[config.mk]
export PLATFORM = sky130hd
export DESIGN_NAME = olivia_retire_trace
export DESIGN_NICKNAME = d
export VERILOG_FILES = /design/src/rtl/olivia_retire_trace.sv
export SDC_FILE = /design/constraint.sdc
export NUM_CORES = 2
export LEC_CHECK = 0
export ABC_CLOCK_PERIOD_IN_PS = 28700
export CORE_MARGIN = 5
export CORE_UTILIZATION = 66
export DETAILED_ROUTE_END_ITERATION = 16
export PLACE_DENSITY = 0.83
export SLEW_MARGIN = 20
export SYNTH_ARGS = -nofsm -noshare
export SYNTH_HDL_FRONTEND = slang
export SYNTH_SLANG_ARGS = --single-unit
[constraint.sdc]
create_clock -name clk -period 28.7 [get_ports clk]
set_input_delay 5.74 -clock clk [delete_from_list [all_inputs] [get_ports clk]]
set_output_delay 5.74 -clock clk [all_outputs]
set_load 0.03 [all_outputs]
[src/rtl/olivia_retire_trace.sv]
// Retirement-trace buffer for the Olivia LEGv8 core: circular capture of retired
// instructions, trigger plus post-trigger freeze, then oldest-first valid/ready readout.
module olivia_retire_trace #(
    parameter int unsigned WORD_W    = 64,
    parameter int unsigned INST_W    = 32,
    parameter int unsigned DEPTH     = 16,
    parameter int unsigned POST_TRIG = 4,
    parameter int unsigned CNT_W     = 16
) (
    input  logic                       clk,
    input  logic                       rst,
    input  logic                       rt_valid,
    input  logic [WORD_W-1:0]          rt_pc,
    input  logic [INST_W-1:0]          rt_inst,
    input  logic                       rt_wr_en,
    input  logic [4:0]                 rt_wr_reg,
    input  logic [WORD_W-1:0]          rt_wr_data,
    input  logic                       arm,
    input  logic                       abort,
    input  logic [1:0]                 trig_mode,
    input  logic [WORD_W-1:0]          trig_value,
    input  logic [WORD_W-1:0]          trig_mask,
    output logic [1:0]                 state,
    output logic [$clog2(DEPTH):0]     count,
    output logic [$clog2(DEPTH)-1:0]   trig_pos,
    output logic [CNT_W-1:0]           drop_cnt,
    output logic                       out_valid,
    input  logic                       out_ready,
    output logic [WORD_W-1:0]          out_pc,
    output logic [INST_W-1:0]          out_inst,
    output logic                       out_wr_en,
    output logic [4:0]                 out_wr_reg,
    output logic [WORD_W-1:0]          out_wr_data,
    output logic                       out_last
);

    localparam int unsigned AW = $clog2(DEPTH);
    localparam int unsigned CW = AW + 1;

    localparam logic [1:0] S_IDLE  = 2'd0;
    localparam logic [1:0] S_ARMED = 2'd1;
    localparam logic [1:0] S_POST  = 2'd2;
    localparam logic [1:0] S_DUMP  = 2'd3;

    typedef struct packed {
        logic [WORD_W-1:0] pc;
        logic [INST_W-1:0] inst;
        logic              wr_en;
        logic [4:0]        wr_reg;
        logic [WORD_W-1:0] wr_data;
    } rec_t;

    rec_t mem_q [DEPTH];

    logic [1:0]       state_q, state_d;
    logic [AW-1:0]    wr_ptr_q, wr_ptr_d;
    logic [CW-1:0]    count_q, count_d;
    logic [AW-1:0]    post_left_q, post_left_d;
    logic [AW-1:0]    trig_pos_q, trig_pos_d;
    logic [CNT_W-1:0] drop_q, drop_d;
    logic [AW-1:0]    rd_ptr_q, rd_ptr_d;
    logic [AW-1:0]    rd_idx_q, rd_idx_d;
    logic             out_valid_q, out_valid_d;
    logic             out_last_q, out_last_d;
    rec_t             out_rec_q, out_rec_d;

    rec_t             rec_c;
    logic             trig_hit_c;
    logic             wr_en_c;
    logic             enter_dump_c;
    logic [AW-1:0]    oldest_c;
    logic [AW-1:0]    rd_nxt_c;

    assign rec_c = '{pc: rt_pc, inst: rt_inst, wr_en: rt_wr_en,
                     wr_reg: rt_wr_reg, wr_data: rt_wr_data};
    assign rd_nxt_c = rd_ptr_q + AW'(1);

    // Trigger compare against the record retiring this cycle
    always_comb begin
        trig_hit_c = 1'b0;
        case (trig_mode)
            2'd0: trig_hit_c = 1'b1;
            2'd1: trig_hit_c = ((rt_inst & trig_mask[INST_W-1:0]) ==
                                (trig_value[INST_W-1:0] & trig_mask[INST_W-1:0]));
            2'd2: trig_hit_c = ((rt_pc & trig_mask) == (trig_value & trig_mask));
            default: trig_hit_c = rt_wr_en && (rt_wr_reg == trig_value[4:0]);
        endcase
    end

    // Next-state and datapath control
    always_comb begin
        state_d      = state_q;
        wr_ptr_d     = wr_ptr_q;
        count_d      = count_q;
        post_left_d  = post_left_q;
        trig_pos_d   = trig_pos_q;
        drop_d       = drop_q;
        rd_ptr_d     = rd_ptr_q;
        rd_idx_d     = rd_idx_q;
        out_valid_d  = out_valid_q;
        out_last_d   = out_last_q;
        out_rec_d    = out_rec_q;
        wr_en_c      = 1'b0;
        enter_dump_c = 1'b0;
        oldest_c     = '0;

        if (abort) begin
            state_d     = S_IDLE;
            out_valid_d = 1'b0;
        end else begin
            case (state_q)
                S_IDLE: begin
                    if (arm) begin
                        state_d  = S_ARMED;
                        wr_ptr_d = '0;
                        count_d  = '0;
                        drop_d   = '0;
                    end
                end
                S_ARMED: begin
                    if (rt_valid) begin
                        wr_en_c  = 1'b1;
                        wr_ptr_d = wr_ptr_q + AW'(1);
                        count_d  = (count_q == CW'(DEPTH)) ? count_q : count_q + CW'(1);
                        if (trig_hit_c) begin
                            post_left_d = AW'(POST_TRIG);
                            if (POST_TRIG == 0) begin
                                enter_dump_c = 1'b1;
                            end else begin
                                state_d = S_POST;
                            end
                        end
                    end
                end
                S_POST: begin
                    if (rt_valid) begin
                        wr_en_c     = 1'b1;
                        wr_ptr_d    = wr_ptr_q + AW'(1);
                        count_d     = (count_q == CW'(DEPTH)) ? count_q : count_q + CW'(1);
                        post_left_d = post_left_q - AW'(1);
                        if (post_left_q == AW'(1)) begin
                            enter_dump_c = 1'b1;
                        end
                    end
                end
                default: begin
                    if (rt_valid && (drop_q != {CNT_W{1'b1}})) begin
                        drop_d = drop_q + CNT_W'(1);
                    end
                    if (out_valid_q && out_ready) begin
                        if (out_last_q) begin
                            state_d     = S_IDLE;
                            out_valid_d = 1'b0;
                        end else begin
                            rd_ptr_d   = rd_nxt_c;
                            rd_idx_d   = rd_idx_q + AW'(1);
                            out_rec_d  = mem_q[rd_nxt_c];
                            out_last_d = ((CW'(rd_idx_q) + CW'(2)) == count_q);
                        end
                    end
                end
            endcase

            // Present the oldest record on the edge that freezes the buffer
            if (enter_dump_c) begin
                state_d     = S_DUMP;
                oldest_c    = wr_ptr_d - AW'(count_d);
                rd_ptr_d    = oldest_c;
                rd_idx_d    = '0;
                out_valid_d = 1'b1;
                out_last_d  = (count_d == CW'(1));
                out_rec_d   = (oldest_c == wr_ptr_q) ? rec_c : mem_q[oldest_c];
                trig_pos_d  = AW'(count_d - CW'(1) - CW'(POST_TRIG));
            end
        end
    end

    // Trace RAM, deliberately not reset
    always_ff @(posedge clk) begin
        if (wr_en_c) begin
            mem_q[wr_ptr_q] <= rec_c;
        end
    end

    always_ff @(posedge clk or negedge rst) begin
        if (!rst) begin
            state_q     <= S_IDLE;
            wr_ptr_q    <= '0;
            count_q     <= '0;
            post_left_q <= '0;
            trig_pos_q  <= '0;
            drop_q      <= '0;
            rd_ptr_q    <= '0;
            rd_idx_q    <= '0;
            out_valid_q <= 1'b0;
            out_last_q  <= 1'b0;
            out_rec_q   <= '0;
        end else begin
            state_q     <= state_d;
            wr_ptr_q    <= wr_ptr_d;
            count_q     <= count_d;
            post_left_q <= post_left_d;
            trig_pos_q  <= trig_pos_d;
            drop_q      <= drop_d;
            rd_ptr_q    <= rd_ptr_d;
            rd_idx_q    <= rd_idx_d;
            out_valid_q <= out_valid_d;
            out_last_q  <= out_last_d;
            out_rec_q   <= out_rec_d;
        end
    end

    assign state       = state_q;
    assign count       = count_q;
    assign trig_pos    = trig_pos_q;
    assign drop_cnt    = drop_q;
    assign out_valid   = out_valid_q;
    assign out_last    = out_last_q;
    assign out_pc      = out_rec_q.pc;
    assign out_inst    = out_rec_q.inst;
    assign out_wr_en   = out_rec_q.wr_en;
    assign out_wr_reg  = out_rec_q.wr_reg;
    assign out_wr_data = out_rec_q.wr_data;

endmodule

; Word level (Yosys, flattened, before mapping)
; Memories as Yosys holds them, arrays and structs flattened.
; Index checks and enable logic that the tools add are counted.
[totals]
ram_bits = 2656
wordCells = 133
ff_bits = 211
rom_bits = 0
latchBits = 0
memories = 1
out_inout_bits = 195
[mem_list]
columns = memory, depth, width, rd, rd_clocked_by_memory_dff, wr, line_no
row1 = mem_q, 16, 166, 2, 0, 1, 53  ; rec_t mem_q [DEPTH];
[op_classes]
div_mod_pow = 0
eq_ne = 24
multipliers = 0
addsub = 10
bitwise_logic = 6
n_mux = 56
n_lt_le_gt_ge = 0
n_reduce_logical = 21
n_shift = 0
[op_table]
columns = operator, n
row1 = two-way mux 166 bit, 5
row2 = AND 64 bit, 2
row3 = AND 32 bit, 2
row4 = == test 64 bit, 1
row5 = two-way mux 4 bit, 14
row6 = == test 32 bit, 1
row7 = two-way mux 16 bit, 2
row8 = one-hot mux 16 bit (2 select lines), 1
row9 = two-way mux 5 bit, 4
row10 = two-way mux 1 bit, 18
row11 = "adder 16 x 1 -> 16 bit, second input constant", 1
row12 = "inequality test 16 bit, second input constant", 1
row13 = one-hot mux 4 bit (2 select lines), 2
row14 = two-way mux 2 bit, 7
row15 = "adder 4 x 1 -> 4 bit, second input constant", 3
row16 = "inequality test 4 bit, second input constant", 3
row17 = == test 5 bit, 2
row18 = one-hot mux 5 bit (2 select lines), 1
row19 = nonzero test 5 bit, 2
row20 = "inequality test 2 bit, second input constant", 4
row21 = AND reduction 4 bit, 2
row22 = "subtractor 4 x 1 -> 4 bit, second input constant", 2
row23 = one-hot mux 2 bit (3 select lines), 1
row24 = AND reduction 3 bit, 2
row25 = 24 further kinds, 34

; Depth between registers and ports, before layout
[logic_depth]
ltp_word = 9
mapped_depth = 18
mapped_depth_nobuf = 15

; Least setup slack after synthesis
; OpenSTA, ideal clock, no wires.
[synth_path]
kind = input-to-reg
startpoint = input port abort
endpoint = memory mem_q[13][0] (netlist bit), enable pin
t_arrival_ns = 13.142
cell_stages = 3
setup_slack_ns = 14.863
required_ns = 28.005
cell_sequence = clkbuf_1 -> nand4b_1 -> nor2_1
[synth_between]
elab_chain_len = 3
[synth_lines]
columns = element, line_no
row1 = from (decl), 19  ; input logic abort,
row2 = two-way mux 1 bit, 107  ; if (abort) begin
row3 = two-way mux 1 bit, 180  ; if (wr_en_c) begin
row4 = two-way mux 1 bit (implied by the code), 181  ; mem_q[wr_ptr_q] <= rec_c;
row5 = to (decl), 53
; Every way passes these cells.

; Worst setup path in the final report
[layout_path]
startpoint = input port arm
endpoint = register out_rec_q (netlist bit out_pc[12])
[layout_between]
elab_chain_len = 7
[layout_lines]
columns = element, line_no
row1 = from (decl), 18  ; input logic arm,
row2 = two-way mux 4 bit / two-way mux 5 bit (equally long branches), 113  ; if (arm) begin
row3 = one-hot mux 4 bit (2 select lines) / one-hot mux 5 bit (2 select lines) (equally long branches), 111  ; case (state_q)
row4 = two-way mux 4 bit / two-way mux 5 bit (equally long branches), 107
row5 = subtractor 4 bit *, 167  ; oldest_c = wr_ptr_d - AW'(count_d);
row6 = memory read (16 x 166 bit) / == test 4 bit (equally long branches), n/a
row7 = two-way mux 166 bit *, 172  ; out_rec_d = (oldest_c == wr_ptr_q) ? rec_c : mem_q[oldest_c];
row8 = two-way mux 166 bit *, 165  ; if (enter_dump_c) begin
row9 = to (signal assigned), 209  ; out_rec_q <= out_rec_d;
row10 = to (decl), 65  ; rec_t out_rec_q, out_rec_d;
; Every way passes the cells marked *; elsewhere a longest branch is shown, timed or not. The select of a mux whose other input is x is not followed.
; A chain may end at the register's enable or synchronous reset.

==> flow_metrics.py <==
metrics = {
    "outcome": {
        "status": "finished clean",
    },
    "global_routing": {
        "grt_start_max_net_pins": 160,
        "grt_usage_pct": 38.25,
        "grt_pass1_vias": 81270,
        "grt-ovfl-total": 0,
        "grt_antenna_before_repair": 78,
        "grt_pass1_wl_um": 577400,
    },
    "pwr": {
        "ir_drop_mv": 0.3335,
        "p_leak_nw": 49.21,
        "p_per_area_mw_per_mm2": 123.1,
    },
    "timing": {
        "setup_viol": 0,
        "rsz0062_at_grt": "false",
        "drv_slew": 0,
        "finalCritPeriodShare_pct": 39.44,
        "worst_slew_pin_slew_ps": 1328,
        "max_freq_mhz": 88.35,
        "finalHoldViolCount": 0,
        "fin_tns_setup_ps": 0,
        "finClkSkew_ps": 52.68,
        "period_minus_slack_ps": 11320,
        "max_slew_margin_pct": 11.45,
    },
    "critical_path": {
        "cp_max_fo": 159,
        "crit_slowest_cell": "fa_4",
        "crit_path_start_kind": "input pin",
        "critPathArrivalTime_ps": 12090,
        "path_buf_inv": 3,
        "cp_top_family": "buffers and inverters",
        "cp.required_ps": 29470,
        "path_cells": "clkdlybuf4s50_1 > nand2b_1 > nand2b_1 > o21ai_0 > o21ai_0 > ha_4 > fa_4 > buf_12 > buf_4 > mux4_2 > mux4_2 > mux2i_1 > o21ai_1",
        "slowest_delay_ps": 1380,
        "r2r_setup_slack_ps": 21720,
        "path_class": "in -> reg",
        "end_kind": "register",
    },
    "clocking": {
        "htree_levels": 5,
        "cts_hold_buffers": 0,
        "numCtsBuffers": 304,
        "cts_setup_buffers": 0,
        "cts_root_buf": "clkbuf_16",
        "tritoncts_num_sinks": 2867,
        "worstSkewPairLatency_ps": 940,
        "post_cts_resized": 0,
        "cts_tree": "built",
        "cts.path.max_buffers": 4,
        "clk_pin_slew_ps": 60,
    },
    "job": {
        "drv_cap": 0,
    },
    "floorplan": {
        "coreArea_mm2": 0.2001,
        "start_util_pct": 66.46,
        "std_cell_rows": 164,
        "die_y_um": 458.8,
        "die-area_mm2": 0.2105,
        "fp.dieW_um": 458.8,
        "ios": 497,
    },
    "yosys": {
        "synth_nets": 6965,
        "synth.avg_cell_area_um2": 20.03,
        "async_flop_share_pct": 7.360,
        "synth-edff-count": 2656,
        "yosysSeqAreaShare_pct": 63.96,
        "ys.flop_type": "edfxtp_1",
        "synth_top_area_cell": "edfxtp_1",
        "ys_seq_elements": 2867,
        "syn_area_mm2": 0.1330,
        "synth_top_cells_by_area": "edfxtp_1 (60%), mux4_2 (24%), dfrtp_1 (4.0%)",
        "synth_warnings": 0,
        "synth_cells": 6639,
        "synth_top_area_share_pct": 59.98,
        "yosysUniqueCellTypes": 55,
    },
    "route": {
        "wirelength_um": 400800,
        "drtPass1Iterations": 8,
        "drtIter0Drc": 12960,
        "ant_nets": 0,
        "via_per_inst": 7.993,
        "num_vias": 79970,
        "wire_per_inst_um": 40.06,
        "drc": 0,
    },
    "final_layout": {
        "drive_above_1_share_pct": 27.85,
        "largest_reg_flops": 2656,
        "mostFrequentLayoutCells": "edfxtp_1 (2,656), mux4_2 (1,429), clkdlybuf4s50_1 (495)",
        "largest-register": "mem_q",
        "area_growth_syn_to_layout_pct": 13.38,
        "final_common_cell": "edfxtp_1",
        "utilization_pct": 75.35,
        "fin_cells": 10010,
        "fin_nets": 7388,
    },
    "place": {
        "io_buffers": 496,
        "place.gp.congestion": 0.9460,
        "placed_cells": 9410,
        "dp.final_hpwl_um": 208000,
    },
    "worst_hold_path": {
        "hold_class": "reg -> reg",
    },
}
==> cell usage after synthesis, types with 8 or more instances <==
cell,n
edfxtp_1,2656
mux4_2,1429
mux2i_1,462
clkbuf_1,362
a211oi_1,273
dfrtp_1,211
a21oi_1,190
nor2b_1,168
o21ai_1,103
xor2_1,100
buf_1,98
nand2_1,72
a22o_1,68
a221o_1,65
buf_2,56
nor2_1,50
a22oi_1,36
nand4_1,31
nand3b_1,25
o21ai_0,25
ha_1,23
inv_1,20
nand3_1,14
xnor2_1,13
nor3_1,12
nor4_1,10
o22ai_1,10
or3_1,8
==> cell families after synthesis <==
| kind of cell | after synthesis | share of synthesized area, % |
|---|---|---|
| adders and majority gates | 24 | 0.2315 |
| xor gates and xnor gates | 114 | 0.7613 |
| AOI/OAI and AO/OA | 790 | 4.043 |
| DFF | 2867 | 63.96 |
| buffers and inverters | 537 | 1.569 |
| and+or+nand+nor | 414 | 1.740 |
| muxes | 1893 | 27.70 |
==> worst min-delay path, delay by kind of cell, from the launching register on <==
| kind | cells | cell delay (ps) |
|---|---|---|
| AND/OR/NAND/NOR | 2 | 100 |
| flip-flops | 1 | 340 |
==> per-stage QoR <==
| stage | power, mW | cell area, µm² | hold slack (ps) | setup WS (ps) |
|---|---|---|---|---|
| detailed placement | 14.55 | 140800 | 461.4 | 16580 |
| global route | 19.23 | 150700 | 513.7 | 17220 |
| CTS | 18.50 | 150600 | 476.4 | 17560 |
| floorplan | 12.23 | 133000 | 472.3 | 14860 |
| global placement | 14.36 | 140800 | 461.7 | 16690 |
| finish | 18.56 | 150800 | 475.7 | 17380 |
==> final timing paths <==
kind / start / end / depth (start not counted)
worst min register to register: trig_pos[1] / trig_pos[1] / 2
worst max-delay path: arm / out_pc[12] / 13
worst max register to register: state[0] / out_pc[12] / 14
max in group asynchronous: rst / out_wr_data[16] / 3
worst min-delay path: trig_pos[1] / trig_pos[1] / 2
min in group asynchronous: rst / out_pc[40] / 1
==> report_power, final <==
| group | switching (mW) | total (mW) | internal [mW] | leakage [nW] |
|---|---|---|---|---|
| clock | 1.60 | 3.91 | 2.31 | 4.75 |
| combinational | 4.93 | 9.76 | 4.84 | 17.7 |
| sequential | 0.146 | 4.88 | 4.74 | 26.8 |
| total | 6.67 | 18.6 | 11.9 | 49.2 |
==> layout make-up <==
cell class                 instances  area (µm²)
sequential                      2867       85040
clock buffer                     393        8167
multi-input combinational       3235       46110
antenna                           64       160.2
timing repair buffer             633        6306
inverter                          21       78.83
clock inverter                   136        1565
fill                           10500       49310
tap                             2656        3323
==> layer usage <==
metal | vias to the layer above | global-route usage (%) | wire, µm
li1 | 29670 | - | -
met1 | 41140 | 49.93 | 125400
met2 | 7673 | 57.78 | 187400
met3 | 1440 | 13.52 | 63830
met4 | 46 | 20.19 | 23760
met5 | - | 0.3167 | 357
No activity file was read; power rests on OpenSTA's default activity.
